$ cat src/rtl/pong_pkg.sv
// Shared types, default geometry and helpers for the Pong game engine slice.
package pong_pkg;

    typedef enum logic [2:0] {
        IDLE  = 3'd0,
        SERVE = 3'd1,
        PLAY  = 3'd2,
        POINT = 3'd3,
        OVER  = 3'd4
    } state_t;

    // Wide enough that ball and paddle bounds never wrap when offset.
    typedef logic signed [13:0] coord_t;

    localparam int H_RES_DEF     = 800;
    localparam int V_RES_DEF     = 600;
    localparam int BALL_SIZE_DEF = 16;
    localparam int PADDLE_W_DEF  = 16;
    localparam int PADDLE_H_DEF  = 80;
    localparam int PADDLE_XL_DEF = 20;
    localparam int PADDLE_XR_DEF = 764;

    function automatic logic [3:0] sat_inc(input logic [3:0] value, input logic [3:0] limit);
        return (value >= limit) ? limit : value + 4'd1;
    endfunction

endpackage

$ cat src/rtl/pong_if.sv
// Game-engine signal bundle: frame/player inputs in, ball and score state out.
interface pong_if;

    logic        vblnk_in;
    logic        mouse_left;
    logic [1:0]  difficulty;
    logic [11:0] ypos_l;
    logic [11:0] ypos_r;
    logic [11:0] ball_x;
    logic [11:0] ball_y;
    logic [3:0]  score_l;
    logic [3:0]  score_r;
    logic [2:0]  state;
    logic        hit_pulse;
    logic        game_over;

    modport master (
        input  vblnk_in, mouse_left, difficulty, ypos_l, ypos_r,
        output ball_x, ball_y, score_l, score_r, state, hit_pulse, game_over
    );

    modport slave (
        output vblnk_in, mouse_left, difficulty, ypos_l, ypos_r,
        input  ball_x, ball_y, score_l, score_r, state, hit_pulse, game_over
    );

endinterface

$ cat src/rtl/pong_ball_step.sv
// Combinational one-frame ball advance: wall bounces, paddle hits and misses.
module pong_ball_step
    import pong_pkg::*;
#(
    parameter int H_RES      = H_RES_DEF,
    parameter int V_RES      = V_RES_DEF,
    parameter int BALL_SIZE  = BALL_SIZE_DEF,
    parameter int PADDLE_W   = PADDLE_W_DEF,
    parameter int PADDLE_H   = PADDLE_H_DEF,
    parameter int PADDLE_XL  = PADDLE_XL_DEF,
    parameter int PADDLE_XR  = PADDLE_XR_DEF,
    parameter int TWO_PLAYER = 0
) (
    input  logic [11:0] x,
    input  logic [11:0] y,
    input  logic        vx_neg,
    input  logic        vy_neg,
    input  logic [3:0]  speed,
    input  logic [11:0] ypos_l,
    input  logic [11:0] ypos_r,
    output logic [11:0] next_x,
    output logic [11:0] next_y,
    output logic        next_vx_neg,
    output logic        next_vy_neg,
    output logic        hit,
    output logic        miss_l,
    output logic        miss_r
);

    localparam bit     TP        = (TWO_PLAYER != 0);
    localparam coord_t C_ZERO    = '0;
    localparam coord_t C_XMAX    = coord_t'(H_RES - BALL_SIZE);
    localparam coord_t C_YMAX    = coord_t'(V_RES - BALL_SIZE);
    localparam coord_t C_LEDGE   = coord_t'(PADDLE_XL + PADDLE_W);
    localparam coord_t C_RSTOP   = coord_t'(PADDLE_XR - BALL_SIZE);
    localparam coord_t C_BS      = coord_t'(BALL_SIZE);
    localparam coord_t C_HALF_BS = coord_t'(BALL_SIZE / 2);
    localparam coord_t C_PH      = coord_t'(PADDLE_H);
    localparam coord_t C_HALF_PH = coord_t'(PADDLE_H / 2);

    coord_t sp, cx, cy, nx, ny, yl, yr;
    logic   bounce_top, bounce_bot, ovl_l, ovl_r, hit_l, hit_r, upper_l, upper_r;

    assign sp = coord_t'({10'd0, speed});
    assign cx = coord_t'({2'b00, x});
    assign cy = coord_t'({2'b00, y});
    assign yl = coord_t'({2'b00, ypos_l});
    assign yr = coord_t'({2'b00, ypos_r});
    assign nx = vx_neg ? cx - sp : cx + sp;
    assign ny = vy_neg ? cy - sp : cy + sp;

    assign bounce_top = (ny <= C_ZERO);
    assign bounce_bot = !bounce_top && (ny >= C_YMAX);

    assign ovl_l   = (ny + C_BS > yl) && (ny < yl + C_PH);
    assign ovl_r   = (ny + C_BS > yr) && (ny < yr + C_PH);
    assign upper_l = (ny + C_HALF_BS < yl + C_HALF_PH);
    assign upper_r = (ny + C_HALF_BS < yr + C_HALF_PH);

    assign hit_l  = vx_neg && (nx <= C_LEDGE) && ovl_l;
    assign hit_r  = TP && !vx_neg && (nx >= C_RSTOP) && ovl_r;
    assign hit    = hit_l || hit_r;
    assign miss_l = !hit && (nx <= C_ZERO);
    assign miss_r = TP && !hit && (nx >= C_XMAX);

    assign next_x = hit_l            ? C_LEDGE[11:0] :
                    hit_r            ? C_RSTOP[11:0] :
                    (nx <= C_ZERO)   ? 12'd0         :
                    (nx >= C_XMAX)   ? C_XMAX[11:0]  : nx[11:0];

    // Right wall only reflects in single-player; a two-player overrun is a miss.
    assign next_vx_neg = hit_l          ? 1'b0 :
                         hit_r          ? 1'b1 :
                         miss_l         ? 1'b1 :
                         miss_r         ? 1'b0 :
                         (nx >= C_XMAX) ? 1'b1 : vx_neg;

    assign next_y = bounce_top ? 12'd0 :
                    bounce_bot ? C_YMAX[11:0] : ny[11:0];

    // A wall bounce in the same frame as a hit keeps the ball heading off the wall.
    assign next_vy_neg = bounce_top ? 1'b0 :
                         bounce_bot ? 1'b1 :
                         hit_l      ? upper_l :
                         hit_r      ? upper_r : vy_neg;

endmodule

$ cat src/rtl/pong_game_engine.sv
// Frame-rate Pong engine: serve sequencing, scoring and game-over around pong_ball_step.
module pong_game_engine
    import pong_pkg::*;
#(
    parameter int H_RES        = H_RES_DEF,
    parameter int V_RES        = V_RES_DEF,
    parameter int BALL_SIZE    = BALL_SIZE_DEF,
    parameter int PADDLE_W     = PADDLE_W_DEF,
    parameter int PADDLE_H     = PADDLE_H_DEF,
    parameter int PADDLE_XL    = PADDLE_XL_DEF,
    parameter int PADDLE_XR    = PADDLE_XR_DEF,
    parameter int TWO_PLAYER   = 0,
    parameter int MAX_SCORE    = 9,
    parameter int MAX_SPEED    = 8,
    parameter int SERVE_FRAMES = 60
) (
    input logic   pclk,
    input logic   rst,
    pong_if.master bus
);

    localparam int          CNT_W      = $clog2(SERVE_FRAMES + 1);
    localparam logic [11:0] CENTRE_X   = 12'((H_RES - BALL_SIZE) / 2);
    localparam logic [11:0] CENTRE_Y   = 12'((V_RES - BALL_SIZE) / 2);
    localparam logic [3:0]  MAX_SC     = 4'(MAX_SCORE);
    localparam logic [3:0]  MAX_SPD    = 4'(MAX_SPEED);
    localparam logic [CNT_W-1:0] SERVE_LAST = CNT_W'(SERVE_FRAMES - 1);

    state_t           state;
    logic [11:0]      ball_x, ball_y, step_x, step_y;
    logic [3:0]       score_l, score_r, speed, base_speed;
    logic [CNT_W-1:0] serve_cnt;
    logic             vx_neg, vy_neg, hit_pulse, game_over;
    logic             vblnk_d, mouse_d, tick, press;
    logic             step_vx_neg, step_vy_neg, step_hit, step_miss_l, step_miss_r;

    assign tick       = bus.vblnk_in & ~vblnk_d;
    assign press      = bus.mouse_left & ~mouse_d;
    assign base_speed = {2'b00, bus.difficulty} + 4'd1;

    pong_ball_step #(
        .H_RES(H_RES), .V_RES(V_RES), .BALL_SIZE(BALL_SIZE),
        .PADDLE_W(PADDLE_W), .PADDLE_H(PADDLE_H),
        .PADDLE_XL(PADDLE_XL), .PADDLE_XR(PADDLE_XR), .TWO_PLAYER(TWO_PLAYER)
    ) u_step (
        .x(ball_x), .y(ball_y), .vx_neg(vx_neg), .vy_neg(vy_neg), .speed(speed),
        .ypos_l(bus.ypos_l), .ypos_r(bus.ypos_r),
        .next_x(step_x), .next_y(step_y),
        .next_vx_neg(step_vx_neg), .next_vy_neg(step_vy_neg),
        .hit(step_hit), .miss_l(step_miss_l), .miss_r(step_miss_r)
    );

    always_ff @(posedge pclk) begin
        if (rst) begin
            state     <= IDLE;
            ball_x    <= CENTRE_X;
            ball_y    <= CENTRE_Y;
            score_l   <= '0;
            score_r   <= '0;
            speed     <= 4'd1;
            vx_neg    <= 1'b0;
            vy_neg    <= 1'b0;
            serve_cnt <= '0;
            hit_pulse <= 1'b0;
            game_over <= 1'b0;
            vblnk_d   <= 1'b0;
            mouse_d   <= 1'b0;
        end else begin
            vblnk_d   <= bus.vblnk_in;
            mouse_d   <= bus.mouse_left;
            hit_pulse <= 1'b0;
            case (state)
                IDLE: begin
                    if (tick) begin
                        ball_x  <= CENTRE_X;
                        ball_y  <= CENTRE_Y;
                        score_l <= '0;
                        score_r <= '0;
                        speed   <= base_speed;
                    end
                    if (press) begin
                        state     <= SERVE;
                        serve_cnt <= '0;
                        vx_neg    <= 1'b0;
                    end
                end
                SERVE: begin
                    if (tick) begin
                        ball_x <= CENTRE_X;
                        ball_y <= CENTRE_Y;
                        speed  <= base_speed;
                        if (serve_cnt == SERVE_LAST)
                            state <= PLAY;
                        else
                            serve_cnt <= serve_cnt + CNT_W'(1);
                    end
                end
                PLAY: begin
                    if (tick) begin
                        ball_x <= step_x;
                        ball_y <= step_y;
                        vx_neg <= step_vx_neg;
                        vy_neg <= step_vy_neg;
                        if (step_hit) begin
                            hit_pulse <= 1'b1;
                            if (speed < MAX_SPD)
                                speed <= speed + 4'd1;
                        end
                        if (step_miss_l) begin
                            score_r <= sat_inc(score_r, MAX_SC);
                            state   <= POINT;
                        end else if (step_miss_r) begin
                            score_l <= sat_inc(score_l, MAX_SC);
                            state   <= POINT;
                        end
                    end
                end
                POINT: begin
                    if (score_l == MAX_SC || score_r == MAX_SC) begin
                        state     <= OVER;
                        game_over <= 1'b1;
                    end else begin
                        state     <= SERVE;
                        serve_cnt <= '0;
                        ball_x    <= CENTRE_X;
                        ball_y    <= CENTRE_Y;
                    end
                end
                OVER: begin
                    if (press) begin
                        state     <= IDLE;
                        score_l   <= '0;
                        score_r   <= '0;
                        game_over <= 1'b0;
                    end
                end
                default: state <= IDLE;
            endcase
        end
    end

    assign bus.ball_x    = ball_x;
    assign bus.ball_y    = ball_y;
    assign bus.score_l   = score_l;
    assign bus.score_r   = score_r;
    assign bus.state     = state;
    assign bus.hit_pulse = hit_pulse;
    assign bus.game_over = game_over;

endmodule

$ cat src/flat_wrapper.sv
// flat-port wrapper written by rule: the top's interface ports become plain ports
module pong_game_engine_flat import pong_pkg::*;
#(
    parameter int H_RES        = H_RES_DEF,
    parameter int V_RES        = V_RES_DEF,
    parameter int BALL_SIZE    = BALL_SIZE_DEF,
    parameter int PADDLE_W     = PADDLE_W_DEF,
    parameter int PADDLE_H     = PADDLE_H_DEF,
    parameter int PADDLE_XL    = PADDLE_XL_DEF,
    parameter int PADDLE_XR    = PADDLE_XR_DEF,
    parameter int TWO_PLAYER   = 0,
    parameter int MAX_SCORE    = 9,
    parameter int MAX_SPEED    = 8,
    parameter int SERVE_FRAMES = 60
)
  (pclk, rst, bus_vblnk_in, bus_mouse_left, bus_difficulty, bus_ypos_l, bus_ypos_r, bus_ball_x, bus_ball_y, bus_score_l, bus_score_r, bus_state, bus_hit_pulse, bus_game_over);
  pong_if bus_i ();
  input logic pclk;
  input logic rst;
  input wire logic [$bits(bus_i.vblnk_in)-1:0] bus_vblnk_in;
  input wire logic [$bits(bus_i.mouse_left)-1:0] bus_mouse_left;
  input wire logic [$bits(bus_i.difficulty)-1:0] bus_difficulty;
  input wire logic [$bits(bus_i.ypos_l)-1:0] bus_ypos_l;
  input wire logic [$bits(bus_i.ypos_r)-1:0] bus_ypos_r;
  output wire logic [$bits(bus_i.ball_x)-1:0] bus_ball_x;
  output wire logic [$bits(bus_i.ball_y)-1:0] bus_ball_y;
  output wire logic [$bits(bus_i.score_l)-1:0] bus_score_l;
  output wire logic [$bits(bus_i.score_r)-1:0] bus_score_r;
  output wire logic [$bits(bus_i.state)-1:0] bus_state;
  output wire logic [$bits(bus_i.hit_pulse)-1:0] bus_hit_pulse;
  output wire logic [$bits(bus_i.game_over)-1:0] bus_game_over;
  assign bus_i.vblnk_in = bus_vblnk_in;
  assign bus_i.mouse_left = bus_mouse_left;
  assign bus_i.difficulty = bus_difficulty;
  assign bus_i.ypos_l = bus_ypos_l;
  assign bus_i.ypos_r = bus_ypos_r;
  assign bus_ball_x = bus_i.ball_x;
  assign bus_ball_y = bus_i.ball_y;
  assign bus_score_l = bus_i.score_l;
  assign bus_score_r = bus_i.score_r;
  assign bus_state = bus_i.state;
  assign bus_hit_pulse = bus_i.hit_pulse;
  assign bus_game_over = bus_i.game_over;
  pong_game_engine #(.H_RES(H_RES), .V_RES(V_RES), .BALL_SIZE(BALL_SIZE), .PADDLE_W(PADDLE_W), .PADDLE_H(PADDLE_H), .PADDLE_XL(PADDLE_XL), .PADDLE_XR(PADDLE_XR), .TWO_PLAYER(TWO_PLAYER), .MAX_SCORE(MAX_SCORE), .MAX_SPEED(MAX_SPEED), .SERVE_FRAMES(SERVE_FRAMES)) u_core (.pclk(pclk), .rst(rst), .bus(bus_i));
endmodule
$ cat config.mk
export PLATFORM = sky130hd
export DESIGN_NAME = pong_game_engine_flat
export DESIGN_NICKNAME = d
export VERILOG_FILES = /design/src/rtl/pong_pkg.sv /design/src/rtl/pong_if.sv /design/src/rtl/pong_ball_step.sv /design/src/rtl/pong_game_engine.sv /design/src/flat_wrapper.sv
export SDC_FILE = /design/constraint.sdc
export NUM_CORES = 1
export LEC_CHECK = 0
export CAP_MARGIN = 40
export CORE_MARGIN = 3
export CORE_UTILIZATION = 57
export DETAILED_ROUTE_END_ITERATION = 10
export PLACE_DENSITY_LB_ADDON = 0.05
export SLEW_MARGIN = 10
export SYNTH_ARGS = -nofsm -noshare
export SYNTH_HDL_FRONTEND = slang
export SYNTH_SLANG_ARGS = --single-unit
$ cat constraint.sdc
create_clock -name pclk -period 5.87 [get_ports pclk]
set_clock_uncertainty 0.1 [all_clocks]
set_input_delay 1.174 -clock pclk [delete_from_list [all_inputs] [get_ports pclk]]
set_output_delay 1.174 -clock pclk [all_outputs]
set_load 0.05 [all_outputs]
-- Word level (Yosys, flattened, before mapping)
Index checks and enable logic that the tools add are counted.
- register bits: 51
- input port bits: 30
- word-level logic and storage cells: 142
- add/sub/neg operators: 12
- magnitude comparators: 10
- equal/unequal tests: 21
- multiplexer cells: 52
- bitwise operators: 6
- reductions and logical operators: 28
- operators by type and width (cell ; count):
    12-bit two-way mux ; 11
    12-bit case mux with 3 select lines ; 2
    4-bit two-way mux ; 9
    14-bit by 11-bit >= comparator with 1-bit output, second input constant ; 2
    14-bit by 1-bit <= comparator with 1-bit output, second input constant ; 2
    14-bit < comparator ; 2
    14-bit two-way mux ; 2
    12-bit by 4-bit adder with 13-bit output ; 2
    12-bit by 4-bit subtractor with 13-bit output ; 2
    6-bit two-way mux ; 4
    3-bit two-way mux ; 7
    2-bit by 1-bit != test with 1-bit output, second input constant ; 9
    6-bit case mux with 3 select lines ; 1
    4-bit case mux with 2 select lines ; 2
    3-bit case mux with 5 select lines ; 1
    5-bit AND reduction ; 3
    14-bit by 5-bit adder with 14-bit output, second input constant ; 1
    14-bit by 6-bit adder with 14-bit output, second input constant ; 1
    14-bit by 13-bit > comparator with 1-bit output ; 1
    14-bit by 7-bit <= comparator with 1-bit output, second input constant ; 1
    12-bit by 6-bit adder with 13-bit output, second input constant ; 1
    12-bit by 7-bit adder with 13-bit output, second input constant ; 1
    4-bit case mux with 3 select lines ; 1
    3-bit nonzero test ; 4
    26 further kinds ; 57

-- Depth between registers and ports, before layout
- depth after elaboration: 12
- gate-level depth with buffers: 25

-- By module
Synthesis repeated with hierarchy kept, for this count alone.
- cells, all modules: 695
- area total of the unflattened synthesis: 5470.2 um^2
- by module, submodules not included (module ; instances ; cells an instance ; area an instance (um^2) ; seq. area each (um^2)):
    pong_ball_step ; 1 ; 404 ; 2944.1 ; 0.0
    pong_game_engine ; 1 ; 291 ; 2526.2 ; 1021.0

-- Worst setup path before layout
OpenSTA, ideal clock, no wires.
- path kind: reg-to-reg
- from: register u_core.ball_y[0] (netlist: u_core.bus.ball_y[0])
- to: register u_core.score_r[2] (netlist: u_core.bus.score_r[2])
- setup time: 117 ps
- arrival: 5025 ps
- required time: 5653 ps
- setup slack: 628 ps
- cell stages (with the launch flop): 22
- buffers on the path: 1
- clock period less this slack: 5242 ps
- cells stage by stage: dfxtp_1 inv_1 ha_1 fa_1 o311ai_0 o32ai_1 xor2_1 clkbuf_1 and3_1 and2_1 nand2_1 xnor2_1 ha_1 nand2_1 nor4_1 a21oi_1 o21ai_0 inv_1 o221ai_2 a31o_2 o21ai_0 a32o_1
- cells in the longest elaborated chain, start to end: 10
- ends and longest elaborated chain (item ; line ; source):
    start: declaration ; pong_game_engine.sv:30 ; logic [11:0] ball_x, ball_y, step_x, step_y;
    start signal: assignment ; pong_game_engine.sv:101 ; ball_y <= step_y;
    12-bit by 4-bit adder with 13-bit output / 12-bit by 4-bit subtractor with 13-bit output (equally long branches) ; pong_ball_step.sv:50 ; assign ny = vy_neg ? cy - sp : cy + sp;
    14-bit two-way mux (*) ; pong_ball_step.sv:50 ;
    14-bit by 6-bit adder with 14-bit output ; -- ;
    14-bit by 13-bit > comparator with 1-bit output ; pong_ball_step.sv:55 ; assign ovl_l = (ny + C_BS > yl) && (ny < yl + C_PH);
    1-bit logical AND (*) ; pong_ball_step.sv:55 ;
    1-bit logical AND (*) ; pong_ball_step.sv:60 ; assign hit_l = vx_neg && (nx <= C_LEDGE) && ovl_l;
    1-bit logical NOT (*) ; pong_ball_step.sv:63 ; assign miss_l = !hit && (nx <= C_ZERO);
    1-bit logical AND (*) ; pong_ball_step.sv:63 ;
    2-bit != test (no line) (*) ; -- ;
    5-bit AND reduction (no line) (*) ; -- ;
    end signal: assignment ; pong_game_engine.sv:110 ; score_r <= sat_inc(score_r, MAX_SC);
    end: declaration ; pong_game_engine.sv:31 ; logic [3:0] score_l, score_r, speed, base_speed;
Mark *: on every way between the ends. The rest lies on a longest branch, timed or not.
A chain may end at the register's enable or synchronous reset.

-- Worst setup path after layout
- from: register u_core.ball_y[0] (netlist: u_core.bus.ball_y[0])
- to: register u_core.ball_x[7] (netlist: u_core.bus.ball_x[7])
- cells in the longest elaborated chain, start to end: 9
- ends and longest elaborated chain (item ; line ; source):
    12-bit by 4-bit adder with 13-bit output / 12-bit by 4-bit subtractor with 13-bit output (equally long branches) ; pong_ball_step.sv:50 ;
    14-bit two-way mux (*) ; pong_ball_step.sv:50 ;
    14-bit by 6-bit adder with 14-bit output ; -- ;
    14-bit by 13-bit > comparator with 1-bit output ; pong_ball_step.sv:55 ;
    1-bit logical AND (*) ; pong_ball_step.sv:55 ;
    1-bit logical AND (*) ; pong_ball_step.sv:60 ;
    12-bit two-way mux (*) ; pong_ball_step.sv:66 ; assign next_x = hit_l ? C_LEDGE[11:0] :
    12-bit two-way mux (*) ; pong_game_engine.sv:99 ; if (tick) begin
    12-bit case mux with 3 select lines (*) ; pong_game_engine.sv:72 ; case (state)
    end signal: assignment ; pong_game_engine.sv:100 ; ball_x <= step_x;
    end: declaration ; pong_game_engine.sv:30 ;
Mark *: on every way between the ends. The rest lies on a longest branch, timed or not. The select of a mux whose other input is x is not followed.

==> flow_metrics.tcl <==
set metrics [dict create \
    status "finished clean" \
    crit_type "reg2reg" \
    grt_max_degree 36 \
    rrSetupSlack_ns 0.44 \
    hold_ws_ns 0.410 \
    netSwitchingPower_uw 211 \
    vias 4927 \
    fin_nets 792 \
    num_io_pins 67 \
    cts_tree "done" \
    netlist_area_um2 4960 \
    n_antenna_cell 0 \
    synth_ff_type "dfxtp_1" \
    die-area_um2 9850 \
    cts_max_path_buffers 2 \
    drt_wl_total_mm 13.0 \
    fmax_ghz 0.184 \
    htreeDepth 2 \
    grt_pass1_wl_mm 21.7 \
    crit_fanout 9 \
    post-route-min-period_ns 5.43 \
    place_ws_ns 0.642 \
    seqPwrFrac 0.452 \
    numPortBuffers 50 \
    async_reset_ff_frac 0 \
    drt_iter0_markers 311 \
    leakage_nw 2.22 \
    rsz0062_at_grt "no" \
    drc 0 \
    fillCellCount 746 \
    setup_violations 0 \
    setup_tns_ns 0 \
    cp.arrival_ns 5.56 \
    ys_types 74 \
    fin_crit_sh 0.925 \
    clock-root-buffer "clkbuf_8" \
    wire_per_inst_um 16.2 \
    peakVddDrop_uv 181 \
    sw_frac_of_total 0.288 \
    area_delta_synth_final_pct 14.2 \
    avgSynthCellArea_um2 7.57 \
    synth-seq-cells 47 \
    final_common_cell "nor2_1" \
    clk_pin_slew_ns 0.10 \
    drv_cap 0 \
    fp.dieW_um 99.3 \
    syn_inst 655 \
    seq_area_frac_synth 0.190 \
    slew-limit-headroom 0.520 \
    cts_setup_buffers 0 \
    postCtsHoldBufs 0 \
    grt_antenna_before_repair 0 \
    critPathLaunchType "flip-flop" \
    core_um2 8340 \
    power_density_nw_per_um2 129 \
    drv_slew 0 \
    worstHoldPathType "reg2reg" \
    clockPowerShare 0.346 \
    worst_slew_pin_slew_ns 0.716 \
    grt.overflow.total 0 \
    postLayoutSetupSlackWorst_ns 0.442 \
    layout-drive-gt1-share 0.0572 \
    die_h_um 99.3 \
    finalHoldViolations 0 \
    num_rows 33 \
    synth_edf_count 0 \
    combPwrFrac 0.203 \
    post-route-util 0.679 \
    cts_buffers 5 \
    vias_per_cell 6.13 \
    ctsResizeCount 0 \
    totalPowerFinal_uw 733 \
    drt_pass1_iterations 8 \
    grt_pass1_vias 4578 \
    gp_congestion 0.877 \
    end_kind "flip-flop" \
    grt_usage 0.262 \
    yosys_warnings 0 \
    clk_latency_ns 0.30 \
    detail-route-antenna-nets 0 \
    dp_hpwl_mm 10.2 \
    intPower_uw 522 \
    final_cell_mix "nor2_1, ha_1, nand2_1, clkdlybuf4s50_1, dfxtp_1" \
    cts_sinks 47 \
    cp.required_ns 6.00 \
    initial_core_util 0.594 \
]
==> layout make-up <==
class,count,area (um^2),share of cell area
clock inverters,2,38.8,0.00685
inverters,46,173,0.0305
multi-input cells,538,3720,0.657
repair buffers,60,576,0.102
well taps,105,131,0.0232
clock buffers,6,82.6,0.0146
flip-flops and latches,47,941,0.166
==> stage by stage <==
step                instance area (um^2)  std cells
CTS                                 5660        804
detailed placement                  5540        796
global route                        5660        804
floorplan                           4970        658
global placement                    5540        796
finish                              5660        804
==> state kept, by name (all words and copies together) (netlist names) <==
| register | count |
|---|---|
| u_core.bus.ball_x | 12 |
| u_core.bus.ball_y | 12 |
| u_core.bus.game_over | 1 |
| u_core.bus.hit_pulse | 1 |
| u_core.bus.score_r | 4 |
| u_core.bus.state | 3 |
| u_core.mouse_d | 1 |
| u_core.serve_cnt | 6 |
| u_core.speed | 4 |
| u_core.vblnk_d | 1 |
| u_core.vx_neg | 1 |
| u_core.vy_neg | 1 |
==> cell usage after synthesis (all sizes together), types with 3 or more instances <==
library cell	instances	area [um^2]
buf	10	71.3
or4	6	48.8
a21oi	47	243
xnor2	34	298
fa	4	80.1
xor2	13	121
and3	11	68.8
inv	43	161
nor4	6	43.8
nand2	54	203
and2	5	31.3
o221ai	3	32.5
clkbuf	17	63.8
nor2b	15	93.8
o22ai	4	31.3
a22oi	5	37.5
or3	11	68.8
mux2i	7	70.1
nor2	68	255
nand4	6	37.5
a311oi	3	26.3
ha	60	751
nand3	15	75.1
o32ai	3	26.3
dfxtp	47	941
nand2b	6	37.5
o2111ai	6	52.6
clkinv	3	11.3
o21a	8	60.1
nor3b	8	60.1
a211oi	9	67.6
o31ai	8	60.1
nor3	23	115
a31oi	6	37.5
or2	5	31.3
o21ai	42	210
==> cell families (layout without fill, tap and decap cells) <==
family / count (synthesis) / after routing / share of synthesized area
AO/OA/AOI/OAI: 168 / 168 / 0.227
XOR/XNOR: 47 / 47 / 0.0846
adder cells (fa/ha/maj): 64 / 64 / 0.168
buffers and inverters: 73 / 114 / 0.0621
flip-flops: 47 / 47 / 0.190
multiplexers: 9 / 9 / 0.0187
other: 1 / 4 / 0.000756
AND/OR/NAND/NOR: 246 / 246 / 0.250
==> power by group through the flow <==
stage	combinational, mW	clock [mW]	sequential [mW]
3_5_place_dp	0.146	0	0.338
3_3_place_gp	0.141	0	0.338
4_1_cts	0.147	0.258	0.331
6_report	0.149	0.253	0.331
5_1_grt	0.165	0.270	0.332
2_1_floorplan	0.101	0	0.340
==> per-layer routing <==
metal | vias to the layer above | share of wire | global-route usage | routed length, um
met5 | - | 0 | 0 | 0
met4 | 0 | 0.0062 | 0.0389 | 81
met3 | 7 | 0.057 | 0.0273 | 748
met2 | 160 | 0.46 | 0.430 | 5980
met1 | 2325 | 0.48 | 0.380 | 6200
li1 | 2435 | - | - | -
==> worst paths after layout <==
check                                          from                           endpoint  depth (start not counted)
hold reg to reg    u_core.serve_cnt[3]$_SDFFE_PP0P_   u_core.serve_cnt[3]$_SDFFE_PP0P_                          2
hold / removal     u_core.serve_cnt[3]$_SDFFE_PP0P_   u_core.serve_cnt[3]$_SDFFE_PP0P_                          2
setup / recovery  u_core.bus.ball_y[0]$_SDFFE_PP0P_  u_core.bus.ball_x[7]$_SDFFE_PP1P_                         22
setup reg to reg  u_core.bus.ball_y[0]$_SDFFE_PP0P_  u_core.bus.ball_x[7]$_SDFFE_PP1P_                         22
==> critical path, cell delays in order (launching register included) <==
cell and delay, ns:
dfxtp_1 0.44, inv_1 0.07, ha_1 0.23, fa_1 0.40
o311ai_0 0.35, buf_4 0.21, o22ai_1 0.09, xor2_1 0.51
inv_1 0.26, nor2_1 0.25, nand2_1 0.10, xnor2_1 0.14
ha_1 0.30, nand4_1 0.11, nor4_1 0.33, a21oi_1 0.06
o21ai_0 0.09, inv_1 0.09, o221ai_2 0.42, buf_4 0.24
nor4bb_1 0.33, o21ai_0 0.12, nand3_1 0.13
No activity file was read; power rests on OpenSTA's default activity.
